===== config.mk =====
export PLATFORM = sky130hd
export DESIGN_NAME = uart_packet_parser_flat
export DESIGN_NICKNAME = d
export VERILOG_FILES = /design/src/rtl/uart_packet_parser_if.sv /design/src/rtl/uart_packet_parser.sv /design/src/flat_wrapper.sv
export SDC_FILE = /design/constraint.sdc
export NUM_CORES = 1
export LEC_CHECK = 0
export ABC_AREA = 1
export BUFFER_PORTS_ARGS = -buffer_cell sky130_fd_sc_hd__buf_2
export CAP_MARGIN = 20
export CORE_UTILIZATION = 45
export CTS_CLUSTER_SIZE = 20
export DETAILED_ROUTE_END_ITERATION = 10
export PLACE_DENSITY = 0.65
export SLEW_MARGIN = 5
export SYNTH_ARGS = -nofsm -noshare
export SYNTH_HDL_FRONTEND = slang
export SYNTH_SLANG_ARGS = --single-unit

===== constraint.sdc =====
create_clock -name clk -period 2.9 [get_ports clk]
set_clock_uncertainty 0.1 [all_clocks]
set_input_delay 0.29 -clock clk [delete_from_list [all_inputs] [get_ports clk]]
set_output_delay 0.29 -clock clk [all_outputs]
set_load 0.05 [all_outputs]

===== src/rtl/uart_packet_parser_if.sv =====
// Byte-stream input and operand-word output bundle for uart_packet_parser.
// The parser connects through the slave modport; the byte source and word sink use master.
interface uart_packet_parser_if #(
  parameter int DATA_WIDTH_P = 8,
  parameter int WORD_BYTES_P = 4
);
  logic [DATA_WIDTH_P-1:0]              s_axis_tdata;
  logic                                 s_axis_tvalid;
  logic                                 s_axis_tready;
  logic [DATA_WIDTH_P*WORD_BYTES_P-1:0] m_tdata;
  logic [DATA_WIDTH_P-1:0]              m_op;
  logic                                 m_tvalid;
  logic                                 m_tready;
  logic                                 m_tlast;
  logic                                 err_o;
  logic [1:0]                           err_code_o;
  logic                                 busy_o;

  modport slave (
    input  s_axis_tdata, s_axis_tvalid, m_tready,
    output s_axis_tready, m_tdata, m_op, m_tvalid, m_tlast, err_o, err_code_o, busy_o
  );

  modport master (
    output s_axis_tdata, s_axis_tvalid, m_tready,
    input  s_axis_tready, m_tdata, m_op, m_tvalid, m_tlast, err_o, err_code_o, busy_o
  );
endinterface


===== src/rtl/uart_packet_parser.sv =====
// Parses opcode/length-framed packets from a UART byte stream into little-endian operand words.
// Malformed headers raise a one-cycle error pulse and the rest of the packet is drained.
module uart_packet_parser #(
  parameter int DATA_WIDTH_P = 8,
  parameter int WORD_BYTES_P = 4
) (
  input  logic               clk,
  input  logic               rst,
  uart_packet_parser_if.slave bus
);

  localparam int WORD_W = DATA_WIDTH_P * WORD_BYTES_P;
  localparam int IDX_W  = (WORD_BYTES_P > 1) ? $clog2(WORD_BYTES_P) : 1;

  typedef enum logic [2:0] {
    IDLE, RSVD, LEN_LO, LEN_HI, PAYLOAD, WORD_OUT, DRAIN
  } state_e;

  state_e                  state_q, state_d;
  logic [DATA_WIDTH_P-1:0] op_q, op_d;
  logic [DATA_WIDTH_P-1:0] len_lo_q, len_lo_d;
  logic [15:0]             rem_q, rem_d;
  logic [WORD_W-1:0]       word_q, word_d;
  logic [IDX_W-1:0]        byte_idx_q, byte_idx_d;
  logic                    tlast_q, tlast_d;
  logic                    err_q, err_d;
  logic [1:0]              err_code_q, err_code_d;

  logic        accept;
  logic [15:0] len_full;
  logic        bad_op;
  logic        bad_len;

  assign bus.s_axis_tready = (state_q != WORD_OUT);
  assign accept            = bus.s_axis_tvalid & bus.s_axis_tready;
  assign len_full          = {bus.s_axis_tdata, len_lo_q};
  assign bad_op            = !(op_q inside {8'hA0, 8'hA1, 8'hA2});
  assign bad_len           = (len_full < 16'd8) || (len_full[1:0] != 2'b00);

  // NOTE: every always_comb output gets a default first so no path can infer a latch.
  always_comb begin
    state_d    = state_q;
    op_d       = op_q;
    len_lo_d   = len_lo_q;
    rem_d      = rem_q;
    word_d     = word_q;
    byte_idx_d = byte_idx_q;
    tlast_d    = tlast_q;
    err_d      = 1'b0;
    err_code_d = err_code_q;

    case (state_q)
      IDLE: if (accept) begin
        op_d    = bus.s_axis_tdata;
        state_d = RSVD;
      end
      RSVD: if (accept) state_d = LEN_LO;
      LEN_LO: if (accept) begin
        len_lo_d = bus.s_axis_tdata;
        state_d  = LEN_HI;
      end
      LEN_HI: if (accept) begin
        // A LEN below the header size clamps to zero rather than wrapping.
        rem_d      = (len_full < 16'd4) ? 16'd0 : len_full - 16'd4;
        byte_idx_d = '0;
        if (bad_op || bad_len) begin
          err_d      = 1'b1;
          err_code_d = bad_op ? 2'd1 : 2'd2;
          state_d    = (len_full > 16'd4) ? DRAIN : IDLE;
        end else begin
          state_d = PAYLOAD;
        end
      end
      PAYLOAD: if (accept) begin
        for (int i = 0; i < WORD_BYTES_P; i++) begin
          if (byte_idx_q == IDX_W'(i)) word_d[i*DATA_WIDTH_P +: DATA_WIDTH_P] = bus.s_axis_tdata;
        end
        rem_d      = rem_q - 16'd1;
        byte_idx_d = byte_idx_q + 1'b1;
        if (byte_idx_q == IDX_W'(WORD_BYTES_P - 1)) begin
          tlast_d = (rem_q == 16'd1);
          state_d = WORD_OUT;
        end
      end
      WORD_OUT: if (bus.m_tready) state_d = tlast_q ? IDLE : PAYLOAD;
      DRAIN: if (accept) begin
        rem_d = rem_q - 16'd1;
        if (rem_q == 16'd1) state_d = IDLE;
      end
      default: state_d = IDLE;
    endcase
  end

  // NOTE: sequential state uses non-blocking assignments only, so every flop samples pre-edge values.
  always_ff @(posedge clk or negedge rst) begin
    if (!rst) begin
      state_q    <= IDLE;
      op_q       <= '0;
      len_lo_q   <= '0;
      rem_q      <= '0;
      word_q     <= '0;
      byte_idx_q <= '0;
      tlast_q    <= 1'b0;
      err_q      <= 1'b0;
      err_code_q <= 2'd0;
    end else begin
      state_q    <= state_d;
      op_q       <= op_d;
      len_lo_q   <= len_lo_d;
      rem_q      <= rem_d;
      word_q     <= word_d;
      byte_idx_q <= byte_idx_d;
      tlast_q    <= tlast_d;
      err_q      <= err_d;
      err_code_q <= err_code_d;
    end
  end

  assign bus.m_tdata    = word_q;
  assign bus.m_op       = op_q;
  assign bus.m_tvalid   = (state_q == WORD_OUT);
  assign bus.m_tlast    = tlast_q;
  assign bus.err_o      = err_q;
  assign bus.err_code_o = err_code_q;
  assign bus.busy_o     = (state_q != IDLE);

endmodule


===== src/flat_wrapper.sv =====
// flat-port wrapper written by rule: the top's interface ports become plain ports
module uart_packet_parser_flat 
#(
  parameter int DATA_WIDTH_P = 8,
  parameter int WORD_BYTES_P = 4
)
  (clk, rst, bus_s_axis_tdata, bus_s_axis_tvalid, bus_m_tready, bus_s_axis_tready, bus_m_tdata, bus_m_op, bus_m_tvalid, bus_m_tlast, bus_err_o, bus_err_code_o, bus_busy_o);
  uart_packet_parser_if #(.DATA_WIDTH_P(DATA_WIDTH_P), .WORD_BYTES_P(WORD_BYTES_P)) bus_i ();
  input  logic clk;
  input  logic rst;
  input wire logic [$bits(bus_i.s_axis_tdata)-1:0] bus_s_axis_tdata;
  input wire logic [$bits(bus_i.s_axis_tvalid)-1:0] bus_s_axis_tvalid;
  input wire logic [$bits(bus_i.m_tready)-1:0] bus_m_tready;
  output wire logic [$bits(bus_i.s_axis_tready)-1:0] bus_s_axis_tready;
  output wire logic [$bits(bus_i.m_tdata)-1:0] bus_m_tdata;
  output wire logic [$bits(bus_i.m_op)-1:0] bus_m_op;
  output wire logic [$bits(bus_i.m_tvalid)-1:0] bus_m_tvalid;
  output wire logic [$bits(bus_i.m_tlast)-1:0] bus_m_tlast;
  output wire logic [$bits(bus_i.err_o)-1:0] bus_err_o;
  output wire logic [$bits(bus_i.err_code_o)-1:0] bus_err_code_o;
  output wire logic [$bits(bus_i.busy_o)-1:0] bus_busy_o;
  assign bus_i.s_axis_tdata = bus_s_axis_tdata;
  assign bus_i.s_axis_tvalid = bus_s_axis_tvalid;
  assign bus_i.m_tready = bus_m_tready;
  assign bus_s_axis_tready = bus_i.s_axis_tready;
  assign bus_m_tdata = bus_i.m_tdata;
  assign bus_m_op = bus_i.m_op;
  assign bus_m_tvalid = bus_i.m_tvalid;
  assign bus_m_tlast = bus_i.m_tlast;
  assign bus_err_o = bus_i.err_o;
  assign bus_err_code_o = bus_i.err_code_o;
  assign bus_busy_o = bus_i.busy_o;
  uart_packet_parser #(.DATA_WIDTH_P(DATA_WIDTH_P), .WORD_BYTES_P(WORD_BYTES_P)) u_core (.clk(clk), .rst(rst), .bus(bus_i));
endmodule

; ---- Yosys cells after proc, flatten, opt, wreduce, memory -nomap -nowiden
; Index checks and enable logic that the tools add are counted.
[word_totals]
regBits = 73
input_bits = 12
output_inout_bits = 47
wordCells = 88
[classes]
n_addsub = 3
magnitude_cmp = 3
n_eq_ne = 24
mux = 24
n_bitwise = 1
n_reduce_logical = 21
[ops]
columns = cell, n
row1 = two-way mux 16 bit, 3
row2 = two-way mux 3 bit, 12
row3 = case mux 16 bit (2 select lines), 1
row4 = == test 8 bit (second input constant), 3
row5 = case mux 3 bit (7 select lines), 1
row6 = AND reduction 3 bit, 7
row7 = != test 2 x 1 -> 1 bit (second input constant), 9
row8 = == test 16 x 1 -> 1 bit (second input constant), 1
row9 = greater-than comparator 16 x 3 -> 1 bit (second input constant), 1
row10 = < comparator 16 x 3 -> 1 bit (second input constant), 1
row11 = < comparator 16 x 4 -> 1 bit (second input constant), 1
row12 = subtractor 16 x 1 -> 16 bit (second input constant), 1
row13 = subtractor 16 x 3 -> 16 bit (second input constant), 1
row14 = == test 3 bit (second input constant), 3
row15 = AND reduction 9 bit, 1
row16 = == test 3 x 2 -> 1 bit (second input constant), 2
row17 = two-way mux 2 bit, 3
row18 = nonzero test 2 bit, 3
row19 = nonzero test 3 bit, 2
row20 = == test 2 bit (second input constant), 2
row21 = case mux 2 bit (2 select lines), 1
row22 = AND reduction 2 bit, 2
row23 = == test 3 x 1 -> 1 bit (second input constant), 1
row24 = zero test 3 bit, 1
row25 = 10 further kinds, 13

; ---- Longest topological paths before layout
; Gate-level depths: netlist of the first run.
[depth]
depth_word = 7
ltp_mapped = 12
mapped_depth_nobuf = 12

; ---- Worst setup path after synthesis of the first run
; OpenSTA, ideal clock, no wires.
[synth_timing]
path_type = register to output
from = register u_core.state_q[1]
to = output port bus_m_tvalid
t_arrival_ps = 1332
required_ps = 2510
path_slack_ps = 1178
stages_incl_launch_ff = 4
path_buffers = 0
path_cell_list = dfrtp_1 -> inv_1 -> nand3_2 -> inv_1
[synth_via]
elab_chain_len = 1
[synth_lines]
columns = item, line_no
row1 = start: declaration, uart_packet_parser.sv:19  ; state_e state_q, state_d;
row2 = start signal: assignment, uart_packet_parser.sv:107  ; state_q <= state_d;
row3 = == test 3 bit, uart_packet_parser.sv:121  ; assign bus.m_tvalid = (state_q == WORD_OUT);
row4 = end: declaration, flat_wrapper.sv:17  ; output wire logic [$bits(bus_i.m_tvalid)-1:0] bus_m_tvalid;
; Every way passes these cells.

; ---- Final worst setup path of the first run
[layout_timing]
from = register u_core.state_q[2]
to = register u_core.rem_q[10]
[layout_via]
elab_chain_len = 4
word_cells_on_any_way = 11
cone_classes = eq/ne: 6 / mux: 1 / bitwise: 1 / reduce/logical: 3
[layout_lines]
columns = item, line_no
row1 = == test 3 bit or != test 3 bit (tied branches), "uart_packet_parser.sv:52, uart_packet_parser.sv:34"
row2 = OR reduction 2 bit (no line) or bitwise AND 1 bit (tied branches), n/a
row3 = != test 2 x 1 -> 1 bit (no line) or nonzero test 2 bit (tied branches), n/a
row4 = AND reduction 3 bit (no line), n/a
row5 = end signal: assignment, uart_packet_parser.sv:110  ; rem_q <= rem_d;
row6 = end: declaration, uart_packet_parser.sv:22  ; logic [15:0] rem_q, rem_d;
; Several ways; a longest one is shown, not always the timed one.
; A chain may end at the register's enable or synchronous reset.

==> flow_summary_export.csv, run 1 <==
group,metric,value,unit
worst_hold_path,min-delay-path-class,"input pin to async pin",
synth,total_of_warnings_raised_by_yosys,0,
floorplan,core_area,8380,µm²
critical_path,crit_fanout,18,
synth,synth-edff-count,0,
placed_design,placedInstanceArea,4310,µm²
finish,filler_cell_count,834,
grt,track_usage,22.9,%
finish,fraction_of_layout_cells_with_a_size_suffix_above_1,18.6,%
critical_path,crit_type,"register to register",
drt,wl,9800,µm
cts,worst_setup_hold_path_clk_slew,0.10,ns
grt,maximum_number_of_pins_on_one_net_before_global_route_repair,74,
finish,area_growth_syn_to_layout,13.7,%
drt,post_drt_via_cell_ratio,5.10,
cts,cts_root_buffer,"clkbuf_8",
synth,post_synth_inst_count,521,
job,total_of_max_cap_violations,0,
grt,grt.overflow.total,0,
cts,tritoncts_num_sinks,73,
synth,synth_sequential_area_ratio,46.0,%
synth,ys_ff_latch,73,
floorplan,start_util,47.4,%
pwr,total_leakage_power,2.44,nW
critical_path,slowest_delay,0.60,ns
drt,route.top_layer_used,"met4",
synth,synthTopCellsByCount,"189 x nand2_1, 73 x dfrtp_1, 66 x nor2_1",
finish,final_nets,600,
sta,maxSlewHeadroom,36.6,%
synth,netlist_area,3970,µm²
run_status,outcome,"finished, final reports clean",
cts,largest_buffer_count_on_any_clock_path,2,
cts,cts_post_setup_buffers_inserted,0,
drt,met1_length,4750,µm
drt,dr.first_iter.drc_count,146,
finish,multi_input_comb_area,1870,µm²
critical_path,critical-path-top-delay-family,"compound AO/OA/AOI/OAI gates",
placed_design,post-dp-hpwl,6920,µm
drt,drt_first_pass_iters,7,
finish,num_antenna_cells,0,
pwr,power-per-cell-area,1200,nW/µm²
finish,ff_latch_area,1830,µm²
sta,report.final.hold_viol_count,0,
floorplan,die_w,95.9,µm
synth,synth_top_area_share,46.0,%
critical_path,cell_chain_critical_path,"inv_2 -> nor2_8 -> o21ai_2 -> inv_4 -> o21ai_0 -> nand2_1 -> nand2_1",
sta,timing.final.crit_share,70.0,%
pwr,ir_worst_vdd,700,µV
sta,timing_worst_slew_pin_value,0.951,ns
cts,cts_resized,0,
floorplan,die_h,95.9,µm
drt,wl_per_cell,14.2,µm
synth,syn_nets,541,
synth,post-synth-top-area-cell,"dfrtp_1",
drt,vias,3522,
finish,layout.cell_area.non_filler,4510,µm²
cts,ctsHoldBuffers,0,
critical_path,timing.critical_path.slowest_stage_cell,"o21ai_2",
sta,final_max_slew_viol_count,0,
critical_path,worst_ep_required_time,3.09,ns
cts,cts_max_level,3,
grt,via_count_of_the_first_global_routing_pass,3130,
drt,drc,0,
critical_path,worst-endpoint-arrival,2.22,ns
drt,route.met2.wl,4490,µm
drt,ant_nets,0,
grt,grt_first_pass_wirelength,15700,µm
floorplan,die_area,9200,µm²
cts,tritoncts.num_buffers,9,
grt,antenna_found_initial,0,
sta,achievable-frequency,0.493,GHz
synth,syn_area_cell,7.62,µm²
synth,postSynth.asyncResetShare,100,%
sta,setup_repair_after_global_routing_missed_its_margin,"no",
critical_path,crit_path_end_kind,"register",
critical_path,critical_path.n_buffers_inverters,2,
sta,setup_viol_count_final,0,
sta,timing.final.crit_period,2.03,ns
synth,cell_with_the_most_instances_after_synthesis,"nand2_1",
synth,synth_top_flop_cell,"dfrtp_1",
placed_design,numPortBuffers,58,
critical_path,timing.critical_path.mode_cell,"nand2_1",
cts,insertion_delay,0.35,ns
sta,fin_tns_setup,0,ns
drt,routed-wl-met3,436,µm
synth,synth_area_leaders,"dfrtp_1 46%, nand2_1 18%, nor2_1 6.2%, inv_1 3.9%, nand3_1 3.7%",
critical_path,timing.critical_path.from_type,"register",
synth,synth.lib_cells_used.distinct,28,
cts,cts_tree,"yes",
floorplan,top_level_ports,59,
placed_design,gp_routability_congestion,0.904,
floorplan,row_count,33,
## layer usage
| layer | up-vias | GRT usage [%] |
|---|---|---|
| met3 | 11 | 3.16 |
| met4 | 0 | 8.46 |
| met5 | - | 0 |
| li1 | 1767 | - |
| met1 | 1651 | 32.1 |
| met2 | 93 | 36.0 |
## metrics by stage
step	cells	total power, mW	worst slack, ns	hold WS [ns]	utilization, %
after floorplan	521	3.95	1.18	-0.106	-
after global placement	674	4.53	0.933	0.363	51.4
after detailed placement	674	4.57	0.914	0.366	51.4
after CTS	690	5.43	0.882	0.0925	53.9
after global routing	690	5.78	0.710	0.149	53.9
final	690	5.41	0.870	0.0362	53.9
## final timing paths
path	start	to	slack [ns]	depth (start not counted)
setup / recovery	u_core.state_q[2]	u_core.rem_q[10]	0.87	7
hold / removal	rst	u_core.state_q[0]	0.04	2
setup reg to reg	u_core.state_q[2]	u_core.rem_q[10]	0.87	7
hold reg to reg	u_core.bus.m_tdata[27]	u_core.bus.m_tdata[27]	0.39	2
max in group asynchronous	rst	u_core.rem_q[5]	2.01	2
min in group clk	bus_s_axis_tdata[2]	u_core.rem_q[10]	0.27	6
## registers in the layout, summed over array words and instances, names as in the netlist
signal and count:
u_core.bus.err_o 1, u_core.bus.err_code_o 2, u_core.byte_idx_q 2, u_core.state_q 3
u_core.rem_q 16, u_core.bus.m_tdata 32, u_core.len_lo_q 8, u_core.bus.m_op 8
u_core.bus.m_tlast 1
## cell usage in the layout (no fill, tap or decap), types with 8 or more instances in the layout
cell and n:
buf_2 58, clkbuf_8 9, dfrtp_1 73, ha_1 8, inv_1 41, nand2_1 189, nand3_1 29, nor2_1 66
o21ai_0 27, o21ai_1 21, o21ai_2 12
## kinds of logic after synthesis
group	count (synthesis)	synth area share [%]
buffers and inverters	57	6.93
AO/OA/AOI/OAI	73	10.8
AND/OR/NAND/NOR	304	32.5
flip-flops	73	46.0
XOR/XNOR	6	1.32
adder cells (fa/ha/maj)	8	2.52
## area by class of cell
type	count	area share, %
inverters	46	3.99
well taps	105	2.91
clock inverters	7	1.88
clock buffers	9	2.74
multi-input cells	391	41.4
repair buffers	59	6.60
flip-flops and latches	73	40.5
## power breakdown
group / leakage [nW] / internal, mW / switching (mW) / total [mW]
combinational: 1.40 / 0.717 / 2.01 / 2.73
clock: 0.100 / 0.415 / 0.433 / 0.848
sequential: 0.938 / 1.45 / 0.381 / 1.83
total: 2.44 / 2.59 / 2.83 / 5.41
(Power assumes the default switching activity.)
==> inputs of run 2 (changes only) <==
- clock period: 2.9 -> 2 ns (I/O delays scaled with it)
==> flow_summary_export.csv, run 2 (synthesis results as in run 1) <==
group,metric,value,unit
run_status,outcome,"finished, final reports clean",
finish,largest_register_ffs,32,
drt,vias,3539,
finish,layout.cell_area.non_filler,4580,µm²
drt,post_drt_via_cell_ratio,5.06,
floorplan,top_level_ports,59,
sta,timing_worst_slew_pin_value,0.500,ns
sta,final_max_slew_viol_count,0,
critical_path,critical_path.n_buffers_inverters,2,
placed_design,gp_routability_congestion,0.879,
cts,cts_tree,"yes",
floorplan,die_w,95.9,µm
placed_design,placedInstanceArea,4380,µm²
drt,wl_per_cell,14.0,µm
floorplan,die_area,9200,µm²
grt,grt.overflow.total,0,
job,total_of_max_cap_violations,0,
pwr,ir_worst_vdd,1010,µV
grt,groute.layer.met2.usage,37.6,%
critical_path,critical-path-top-delay-family,"simple AND/OR/NAND/NOR gates",
critical_path,timing.critical_path.mode_cell,"nor2_8",
pwr,total_leakage_power,2.48,nW
sta,setup_repair_after_global_routing_missed_its_margin,"no",
finish,most_frequent_cells_in_the_layout,"189 x nand2_1, 73 x dfrtp_1, 65 x nor2_1, 58 x buf_2, 41 x inv_1",
grt,via_count_of_the_first_global_routing_pass,3318,
sta,achievable-frequency,0.539,GHz
critical_path,crit_type,"register to register",
placed_design,numPortBuffers,58,
floorplan,die_h,95.9,µm
cts,cts_root_buffer,"clkbuf_8",
floorplan,row_count,33,
finish,num_antenna_cells,0,
finish,filler_cell_count,810,
floorplan,start_util,47.4,%
critical_path,timing.critical_path.from_type,"register",
sta,fin_tns_setup,0,ns
grt,antenna_found_initial,0,
finish,fraction_of_layout_cells_with_a_size_suffix_above_1,19.9,%
grt,busiest_layer,"met2",
grt,maximum_number_of_pins_on_one_net_before_global_route_repair,74,
drt,wl,9800,µm
critical_path,crit_path_end_kind,"register",
sta,maxSlewHeadroom,66.5,%
grt,grt_use_met3,4.27,%
critical_path,worst-endpoint-arrival,1.98,ns
sta,timing.final.crit_period,1.85,ns
drt,dr.first_iter.drc_count,166,
cts,tritoncts_num_sinks,73,
drt,ant_nets,0,
critical_path,slowest_delay,0.52,ns
cts,largest_buffer_count_on_any_clock_path,2,
critical_path,crit_fanout,16,
drt,drt_first_pass_iters,5,
critical_path,cell_chain_critical_path,"nor2_8 -> inv_4 -> nor2_8 -> inv_4 -> nor2_8 -> nand2_4 -> nand2_1 -> o21ai_1",
sta,setup_viol_count_final,0,
worst_hold_path,min-delay-path-class,"input pin to register",
cts,cts_post_setup_buffers_inserted,0,
drt,drc,0,
sta,report.final.hold_viol_count,0,
sta,timing.final.crit_share,92.7,%
placed_design,post-dp-hpwl,6950,µm
pwr,design_power_total,7.80,mW
finish,layout_commonest_cell,"nand2_1",
cts,tritoncts.num_buffers,9,
cts,cts_max_level,3,
floorplan,core_area,8380,µm²
critical_path,worst_ep_required_time,2.12,ns
grt,grt_util_met1,31.8,%
grt,track_usage,23.7,%
pwr,power-per-cell-area,1700,nW/µm²
finish,area_growth_syn_to_layout,15.4,%
cts,worst_setup_hold_path_clk_slew,0.09,ns
finish,final_nets,609,
sta,timing.hold.ws,0.167,ns
critical_path,timing.critical_path.slowest_stage_cell,"dfrtp_1",
cts,insertion_delay,0.35,ns
grt,grt_first_pass_wirelength,16200,µm
## run 2: cell types whose count changed in the layout (fill, tap and decap cells not counted), sizes merged
cell and change:
bufinv -1, clkinv +1, buf +8, dlygate4sd3 +1
## run 2: per-layer routing
metal | up-vias | share of wire [%] | wire (µm)
met5 | - | 0 | 0
met4 | 0 | 2.3 | 225
met3 | 20 | 5.3 | 522
met2 | 114 | 46 | 4480
met1 | 1619 | 47 | 4570
li1 | 1786 | - | -
## run 2: cell type report
class / instances / area, µm² / share of cell area, %
multi-input combinational: 391 / 1880 / 41.0
timing repair buffer: 68 / 380 / 8.30
clock buffer: 9 / 124 / 2.70
clock inverter: 7 / 61.3 / 1.34
inverter: 46 / 180 / 3.93
sequential: 73 / 1830 / 39.9
tap: 105 / 131 / 2.87
## run 2: worst reg2reg max path: cells and delay by family, from the launching register on
family | cells | cell delay, ns
flops | 1 | 0.52
buf+inv | 2 | 0.20
compound gates | 1 | 0.07
simple gates | 5 | 0.85
## run 2: metrics by stage
stage	setup WS, ns	cells	util [%]
after CTS	0.124	699	54.6
after global routing	0.00460	699	54.7
final	0.145	699	54.7
after global placement	0.0919	682	52.2
after floorplan	0.310	521	-
after detailed placement	0.0148	682	52.2
## run 2: worst paths after layout
| path | endpoint | slack, ns | from | cells after the start |
|---|---|---|---|---|
| setup / recovery | u_core.bus.m_tdata[21] | 0.15 | u_core.state_q[0] | 8 |
| setup reg to reg | u_core.bus.m_tdata[21] | 0.15 | u_core.state_q[0] | 8 |
| hold / removal | u_core.rem_q[10] | 0.17 | bus_s_axis_tdata[2] | 6 |
| hold reg to reg | u_core.bus.m_tdata[1] | 0.39 | u_core.bus.m_tdata[1] | 2 |
| max in group asynchronous | u_core.state_q[1] | 1.18 | rst | 3 |
| min in group asynchronous | u_core.bus.err_o | 0.30 | rst | 3 |
## run 2: repair_timing
action / 4_1_cts / 5_1_grt
setup endpoints to repair: 4 / 2
hold buffers: 1 / 0
hold endpoints to repair: 73 / 0
gates resized for setup: 1 / 1
## run 2: where the power goes
| group | switching [mW] | internal (mW) |
|---|---|---|
| Sequential | 0.523 | 2.11 |
| Combinational | 2.96 | 1.10 |
| Clock | 0.637 | 0.474 |
| Total | 4.12 | 3.68 |
